--- src/rtl/pc_next_gen.sv ---
// Next-PC generator: sequential/branch/jump/call/return target selection with a
// circular return-address stack, a registered redirect flush pulse and sticky stack error flags.
module pc_next_gen #(
   parameter int RAS_DEPTH = 4
) (
   input  logic        Clk,
   input  logic        Reset,
   input  logic [31:0] PCResult,
   input  logic        Stall,
   input  logic        Branch,
   input  logic [31:0] BranchOffset,
   input  logic        Jump,
   input  logic [25:0] JumpIndex,
   input  logic        Call,
   input  logic        Return,
   output logic [31:0] Address,
   output logic        Flush,
   output logic [2:0]  RasCount,
   output logic        RasOverflow,
   output logic        RasUnderflow
);

   localparam int PW = (RAS_DEPTH == 4) ? 2 : 1;

   generate
      if (RAS_DEPTH != 2 && RAS_DEPTH != 4) begin : g_bad_depth
         $error("pc_next_gen: RAS_DEPTH must be 2 or 4");
      end
   endgenerate

   logic [31:0]   ras_mem [RAS_DEPTH];
   logic [PW-1:0] top_ptr;
   logic [PW-1:0] top_idx;
   logic [2:0]    count;
   logic          flush_q;
   logic          overflow_q;
   logic          underflow_q;

   logic [31:0] pc_plus4;
   logic [31:0] branch_target;
   logic [31:0] jump_target;
   logic [31:0] next_pc;
   logic        do_return;
   logic        do_call;
   logic        do_jump;
   logic        do_branch;
   logic        ras_empty;
   logic        ras_full;
   logic        redirect;
   logic        unused_offset_bits;

   assign pc_plus4      = PCResult + 32'd4;
   // Offset bits shifted past bit 31 are dropped, giving modulo-2^32 targets.
   assign branch_target = pc_plus4 + {BranchOffset[29:0], 2'b00};
   assign jump_target   = {pc_plus4[31:28], JumpIndex, 2'b00};
   assign unused_offset_bits = ^BranchOffset[31:30];

   // top_ptr is the next write slot, so the top of stack sits one below it.
   assign top_idx   = top_ptr - PW'(1);
   assign ras_empty = (count == 3'd0);
   assign ras_full  = (count == 3'(RAS_DEPTH));

   always_comb begin
      do_return = 1'b0;
      do_call   = 1'b0;
      do_jump   = 1'b0;
      do_branch = 1'b0;
      next_pc   = pc_plus4;
      if (Stall) begin
         next_pc = PCResult;
      end else if (Return) begin
         do_return = 1'b1;
         if (!ras_empty) next_pc = ras_mem[top_idx];
      end else if (Call) begin
         do_call = 1'b1;
         next_pc = jump_target;
      end else if (Jump) begin
         do_jump = 1'b1;
         next_pc = jump_target;
      end else if (Branch) begin
         do_branch = 1'b1;
         next_pc = branch_target;
      end
   end

   assign redirect = do_return | do_call | do_jump | do_branch;
   assign Address  = Reset ? 32'h0000_0000 : next_pc;

   always_ff @(posedge Clk or posedge Reset) begin
      if (Reset) begin
         top_ptr     <= '0;
         count       <= 3'd0;
         flush_q     <= 1'b0;
         overflow_q  <= 1'b0;
         underflow_q <= 1'b0;
      end else begin
         flush_q <= redirect;
         if (do_return) begin
            if (ras_empty) begin
               underflow_q <= 1'b1;
            end else begin
               top_ptr <= top_idx;
               count   <= count - 3'd1;
            end
         end else if (do_call) begin
            // When full, the slot being written holds the oldest entry.
            top_ptr <= top_ptr + PW'(1);
            if (ras_full) overflow_q <= 1'b1;
            else          count      <= count + 3'd1;
         end
      end
   end

   always_ff @(posedge Clk) begin
      if (!Reset && do_call) ras_mem[top_ptr] <= pc_plus4;
   end

   assign Flush        = flush_q;
   assign RasCount     = count;
   assign RasOverflow  = overflow_q;
   assign RasUnderflow = underflow_q;

endmodule

--- config.mk ---
export PLATFORM = sky130hd
export DESIGN_NAME = pc_next_gen
export DESIGN_NICKNAME = d
export VERILOG_FILES = /design/src/rtl/pc_next_gen.sv
export SDC_FILE = /design/constraint.sdc
export NUM_CORES = 1
export LEC_CHECK = 0
export CAP_MARGIN = 20
export CORE_ASPECT_RATIO = 1.5
export CORE_UTILIZATION = 59
export DETAILED_ROUTE_END_ITERATION = 8
export GPL_TIMING_DRIVEN = 0
export PLACE_DENSITY = 0.93
export SETUP_SLACK_MARGIN = 0.2
export SYNTH_ARGS = -nofsm -noshare
export SYNTH_HDL_FRONTEND = slang
export SYNTH_SLANG_ARGS = --single-unit
--- constraint.sdc ---
create_clock -name Clk -period 14.6 [get_ports Clk]
set_input_delay 3.65 -clock Clk [delete_from_list [all_inputs] [get_ports Clk]]
set_output_delay 3.65 -clock Clk [all_outputs]
set_load 0.01 [all_outputs]
# After elaboration in Yosys (flattened, before gate mapping)
# Memories as Yosys holds them, arrays and structs flattened.
# Cells that the tools add are included.
# totals
ff_bits,8
in_bits,97
ramBits,128
memories,1
out_inout_bits,38
# op_classes
n_bitwise,4
n_addsub,6
n_mux,30
n_eq_ne,3
n_reduce_logical,8
# mem_list
memory,depth,width,rd,rd_ports_with_merged_regs,write_ports,line_no,rtl
ras_mem,4,32,1,0,1,31,logic [31:0] ras_mem [RAS_DEPTH];
# ops
cell,n
two-way mux 32 bit,7
"adder 32 x 3 -> 32 bit, second input constant",1
adder 32 bit,1
two-way mux 1 bit,16
two-way mux 3 bit,4
two-way mux 2 bit,3
AND reduction 3 bit,2
"!= test 2 bit, second input constant",2
AND reduction 2 bit,2
"adder 3 x 1 -> 3 bit, second input constant",1
"equality test 3 bit, second input constant",1
zero test 3 bit,1
bitwise OR 1 bit,3
"subtractor 3 x 1 -> 3 bit, second input constant",1
"adder 2 x 1 -> 2 bit, second input constant",1
nonzero test 2 bit,1
"subtractor 2 x 1 -> 2 bit, second input constant",1
logical AND 1 bit,1
zero test 1 bit,1
NOT 1 bit,1

# Logic depth before layout (Yosys ltp)
# depth
depth_word,8
depth_mapped,16
mapped_depth_nobuf,15

# Least setup slack after synthesis
# Ideal clock, no wire load.
# synth_timing
path_kind,input-to-output
startpoint,input port PCResult[8]
endpoint,output port Address[30]
t_required_ns,10.950
path_slack_ns,4.258
arrival_ns,6.692
path_buffers,1
path_stages,14
cell_sequence,nand4_2 -> or3_1 -> buf_2 -> nor2_1 -> nand2_1 -> xnor2_1 -> ha_1 -> a21oi_1 -> o21ai_0 -> a2111o_1 -> o22ai_1 -> o21ai_0 -> mux2i_1 -> o32ai_1
# synth_via
elab_chain_cells,8
elab_cells_between_ends,9
# synth_rtl
item,line_no,rtl
from (decl),8,"input logic [31:0] PCResult,"
adder 32 x 3 -> 32 bit,52,assign pc_plus4 = PCResult + 32'd4;
named net pc_plus4[21],39,logic [31:0] pc_plus4;
adder 32 bit,54,"assign branch_target = pc_plus4 + {BranchOffset[29:0], 2'b00};"
two-way mux 32 bit,80,end else if (Branch) begin
two-way mux 32 bit,77,end else if (Jump) begin
two-way mux 32 bit,74,end else if (Call) begin
two-way mux 32 bit,71,end else if (Return) begin
two-way mux 32 bit,69,if (Stall) begin
two-way mux 32 bit,87,assign Address = Reset ? 32'h0000_0000 : next_pc;
to (decl),16,"output logic [31:0] Address,"
# The timed path passes the listed nets, and every way through them passes these cells.

# Final worst setup path
# layout_timing
startpoint,input port PCResult[2]
endpoint,output port Address[26]
# The elaborated chain is that of the path after synthesis.

==> impl_summary.log <==
INFO  metric io_pins = 135
INFO  metric met1_usage = 47.2%
INFO  metric setup_viol = 0
INFO  metric grtUsageTotal = 42.1%
INFO  metric worstSetupStartpointType = input port
INFO  metric timing.final.hold_violations = 0
INFO  metric cts.hold.buffers_added = 0
INFO  metric cell_area_after_placement = 10400 sq um
INFO  metric grt_start_max_net_pins = 33
INFO  metric post-route-worst-setup-slack = 2.01 ns
INFO  metric cts_inserted_buffers = 17
INFO  metric antenna_cells = 0
INFO  metric max_cap_viol_count = 0
INFO  metric path_class = input port to output pin
INFO  metric worstHoldPathType = flip-flop to flip-flop
INFO  metric place_congestion = 0.997
INFO  metric post_cts_resized = 0
INFO  metric clock.fmax = 79.5 MHz
INFO  metric busiest_layer = met2
INFO  metric drtAntennaViolNets = 0
INFO  metric worst_slew_margin_rel = 18.5%
INFO  metric post-place-ws = 2.30 ns
INFO  metric syn-mean-instance-area = 10.6 sq um
INFO  metric tightestPinTransition = 1.22 ns
INFO  metric outcome = finished, violations left
INFO  metric route.vias.total = 8504
INFO  metric drtPass1Iterations = 9
INFO  metric die-height = 152 microns
INFO  metric skew = 0.00626 ns
INFO  metric clock_slew_at_reported_path_ffs = 0.06 ns
INFO  metric io_buffers = 129
INFO  metric clock_path_buffers = 2
INFO  metric use_met3 = 15.0%
INFO  metric power.share.clock = 28.2%
INFO  metric syn_to_final_growth = 24.0%
INFO  metric global_route.overflow_total = 0
INFO  metric power.switching_fraction = 36.4%
INFO  metric detailed_route_vias_per_instance = 7.15
INFO  metric fin_setup_tns = 0 ns
INFO  metric critical_path_arrival = 8.94 ns
INFO  metric leakage = 3.94 nW
INFO  metric worst_ir_drop_vdd = 113 uV
INFO  metric layout-drive-gt1-share = 8.45%
INFO  metric clkLatencyLatePin = 0.44 ns
INFO  metric cts_root_buffer = sky130_fd_sc_hd__clkbuf_16
INFO  metric clkSinkCount = 136
INFO  metric detailedRoute.firstIterationViolations = 1297
INFO  metric number_of_global_route_vias_before_repair = 8575
INFO  metric drcViolationCount = 15
INFO  metric mappedNetlistArea = 8830 sq um
INFO  metric share_seq_of_total_power = 30.4%
INFO  metric hpwl = 21400 microns
INFO  metric slew_violations = 0
INFO  metric pwr-share-comb = 41.4%
INFO  metric use_met2 = 64.3%
INFO  metric violations = design-rule violations
INFO  metric pwr_density_cell = 139 nW/um^2
INFO  metric mappedNetlistNets = 972
INFO  metric synth_edf_count = 128
INFO  metric syn-instance-count = 833
INFO  metric grt_first_pass_wirelength = 47200 microns
INFO  metric min_period_over_period = 86.2%
INFO  metric final_area = 11000 sq um
INFO  metric std_cell_rows = 54
INFO  metric num-nets-final = 1120
INFO  metric cts_post_setup_buffers_inserted = 0
INFO  metric period_minus_slack = 12.59 ns
INFO  metric routed_wl = 31600 microns
INFO  metric postSynth.topFlopCell = sky130_fd_sc_hd__edfxtp_1
INFO  metric synth-async-reset-ratio = 5.88%
INFO  metric die_w = 102 microns
INFO  metric floorplan.initialDensity = 60.5%
INFO  metric yosysUniqueCellTypes = 65
INFO  metric synth-seq-cells = 136
INFO  metric wire_per_inst = 26.5 microns
INFO  metric total_switching_power = 0.557 mW
INFO  metric critical_path_peak_fanout = 8
INFO  metric critPathRequiredTime = 10.95 ns
INFO  metric yosysSeqAreaShare = 45.8%
INFO  metric floorplan.die_area = 15500 sq um
INFO  metric unrepaired_setup_endpoints_after_global_routing = no
INFO  metric ys_warn_count = 0
INFO  metric h_tree_level_count = 4
INFO  metric core_area = 14600 sq um
INFO  metric grt_antenna_before_repair = 1
INFO  metric critPathCaptureType = output pin
INFO  metric power_report.internal_total = 0.971 mW
INFO  metric tritoncts_clock_tree = done
power by group through the flow:
stage / combinational [mW] / sequential, mW / clock, mW
floorplan: 0.380 / 0.469 / 0
global placement: 0.574 / 0.469 / 0
detailed placement: 0.591 / 0.471 / 0
CTS: 0.607 / 0.463 / 0.424
global route: 0.658 / 0.466 / 0.440
finish: 0.633 / 0.465 / 0.430
metal layers:
metal | up-vias | wire, microns | share of wire, %
met5 | - | 15 | 0.048
met4 | 2 | 2900 | 9.2
met3 | 300 | 4390 | 14
met2 | 891 | 14500 | 46
met1 | 3839 | 9760 | 31
li1 | 3472 | - | -
synth_stat cells (3+ instances only):
master	n	share of area, %
sky130_fd_sc_hd__dfrtp_1	8	2.3
sky130_fd_sc_hd__a21oi_1	70	4.0
sky130_fd_sc_hd__a32oi_1	3	0.30
sky130_fd_sc_hd__o21ai_0	50	2.8
sky130_fd_sc_hd__a31oi_1	10	0.71
sky130_fd_sc_hd__o31ai_1	4	0.34
sky130_fd_sc_hd__clkbuf_1	37	1.6
sky130_fd_sc_hd__a21o_1	18	1.5
sky130_fd_sc_hd__o211ai_1	9	0.77
sky130_fd_sc_hd__nor3_2	3	0.34
sky130_fd_sc_hd__and2_1	8	0.57
sky130_fd_sc_hd__mux2i_1	9	1.0
sky130_fd_sc_hd__nand3_1	30	1.7
sky130_fd_sc_hd__nand4_1	9	0.64
sky130_fd_sc_hd__xnor2_1	33	3.3
sky130_fd_sc_hd__nor3_1	17	0.96
sky130_fd_sc_hd__edfxtp_1	128	44
sky130_fd_sc_hd__inv_1	29	1.2
sky130_fd_sc_hd__or3_1	7	0.50
sky130_fd_sc_hd__and4_1	4	0.40
sky130_fd_sc_hd__nand2b_1	5	0.35
sky130_fd_sc_hd__o221ai_1	3	0.30
sky130_fd_sc_hd__ha_1	40	5.7
sky130_fd_sc_hd__a22oi_1	5	0.43
sky130_fd_sc_hd__mux4_2	32	8.2
sky130_fd_sc_hd__buf_2	4	0.23
sky130_fd_sc_hd__buf_1	3	0.13
sky130_fd_sc_hd__o21ai_1	5	0.28
sky130_fd_sc_hd__nand2_1	93	4.0
sky130_fd_sc_hd__o22ai_1	10	0.71
sky130_fd_sc_hd__a311oi_1	3	0.30
sky130_fd_sc_hd__and3_1	6	0.43
sky130_fd_sc_hd__nor2_1	61	2.6
sky130_fd_sc_hd__a211oi_1	13	1.1
sky130_fd_sc_hd__xor2_1	21	2.1
placed cells by master, fill, tap and decap left out, types with 4 or more instances in the layout:
| cell type | netlist | layout |
|---|---|---|
| sky130_fd_sc_hd__nand2_1 | 93 | 93 |
| sky130_fd_sc_hd__a211oi_1 | 13 | 13 |
| sky130_fd_sc_hd__a21o_1 | 18 | 18 |
| sky130_fd_sc_hd__or3_1 | 7 | 7 |
| sky130_fd_sc_hd__and3_1 | 6 | 6 |
| sky130_fd_sc_hd__a31oi_1 | 10 | 10 |
| sky130_fd_sc_hd__and4_1 | 4 | 4 |
| sky130_fd_sc_hd__dfrtp_1 | 8 | 8 |
| sky130_fd_sc_hd__a21oi_1 | 70 | 70 |
| sky130_fd_sc_hd__clkbuf_16 | 0 | 17 |
| sky130_fd_sc_hd__o22ai_1 | 10 | 10 |
| sky130_fd_sc_hd__nor2_1 | 61 | 61 |
| sky130_fd_sc_hd__o211ai_1 | 9 | 9 |
| sky130_fd_sc_hd__buf_2 | 4 | 4 |
| sky130_fd_sc_hd__and2_2 | 0 | 4 |
| sky130_fd_sc_hd__o21ai_0 | 50 | 50 |
| sky130_fd_sc_hd__nor3_1 | 17 | 17 |
| sky130_fd_sc_hd__and2_1 | 8 | 4 |
| sky130_fd_sc_hd__mux4_2 | 32 | 32 |
| sky130_fd_sc_hd__o21ai_1 | 5 | 5 |
| sky130_fd_sc_hd__mux2i_1 | 9 | 9 |
| sky130_fd_sc_hd__xnor2_1 | 33 | 33 |
| sky130_fd_sc_hd__nand4_1 | 9 | 9 |
| sky130_fd_sc_hd__clkbuf_1 | 37 | 38 |
| sky130_fd_sc_hd__xor2_1 | 21 | 21 |
| sky130_fd_sc_hd__nand2b_1 | 5 | 5 |
| sky130_fd_sc_hd__nand3_1 | 30 | 30 |
| sky130_fd_sc_hd__ha_1 | 40 | 40 |
| sky130_fd_sc_hd__a22oi_1 | 5 | 5 |
| sky130_fd_sc_hd__edfxtp_1 | 128 | 128 |
| sky130_fd_sc_hd__inv_1 | 29 | 29 |
| sky130_fd_sc_hd__o31ai_1 | 4 | 4 |
| sky130_fd_sc_hd__clkdlybuf4s50_1 | 0 | 129 |
| sky130_fd_sc_hd__clkinvlp_4 | 0 | 5 |
through the flow:
step	power [mW]	std cells	hold WS, ns	utilization [%]
final	1.53	1190	0.494	75.0
after global routing	1.56	1190	0.522	75.0
after global placement	1.04	1158	0.471	71.0
after floorplan	0.850	833	0.493	-
after CTS	1.49	1190	0.488	75.0
after detailed placement	1.06	1158	0.472	71.1
registers in the layout, indices dropped and copies added (netlist names):
| signal | count |
|---|---|
| Flush | 1 |
| RasCount | 3 |
| RasOverflow | 1 |
| RasUnderflow | 1 |
| ras_mem | 128 |
| top_ptr | 2 |
area by class of cell:
type | count | area, sq um
Inverter | 30 | 113
Timing Repair Buffer | 129 | 1290
Clock inverter | 14 | 151
Tap cell | 196 | 245
Fill cell | 1000 | 3640
Multi-Input combinational cell | 623 | 4510
Clock buffer | 18 | 429
Buffer | 44 | 170
Sequential cell | 136 | 4040
critical path: stages:
cell and delay, ns:
sky130_fd_sc_hd__clkdlybuf4s50_1 0.64, sky130_fd_sc_hd__ha_1 0.27, sky130_fd_sc_hd__nand4_1 0.26, sky130_fd_sc_hd__nor3_2 0.56
sky130_fd_sc_hd__nand4_1 0.29, sky130_fd_sc_hd__xnor2_1 0.56, sky130_fd_sc_hd__ha_1 0.43, sky130_fd_sc_hd__nand2_1 0.08
sky130_fd_sc_hd__o21ai_0 0.18, sky130_fd_sc_hd__a2111o_1 0.45, sky130_fd_sc_hd__o22ai_1 0.21, sky130_fd_sc_hd__xnor2_1 0.20
sky130_fd_sc_hd__nand4_1 0.18, sky130_fd_sc_hd__a31oi_1 0.35, sky130_fd_sc_hd__clkdlybuf4s50_1 0.60
worst paths after layout:
kind,start,end,slack [ns],depth (start not counted)
max reg2reg,top_ptr[0]$_DFFE_PP0P_,top_ptr[1]$_DFFE_PP0P_,10.94,9
max in group asynchronous,Reset,top_ptr[0]$_DFFE_PP0P_,10.06,3
min reg2reg,RasUnderflow$_DFFE_PP0P_,RasUnderflow$_DFFE_PP0P_,0.49,1
min,RasUnderflow$_DFFE_PP0P_,RasUnderflow$_DFFE_PP0P_,0.49,1
min in group asynchronous,Reset,RasUnderflow$_DFFE_PP0P_,3.90,3
max,PCResult[2],Address[26],2.01,15
cell families (layout without fill, tap and decap cells):
group	count (synthesis)	after routing	share of synthesized area, %
and+or+nand+nor	256	256	13.9
AOI/OAI and AO/OA	229	229	16.2
DFF	136	136	45.8
buffers and inverters	74	235	3.20
xor gates and xnor gates	55	55	5.54
adders and majority gates	42	42	6.12
muxes	41	41	9.18
(Power assumes the default switching activity.)
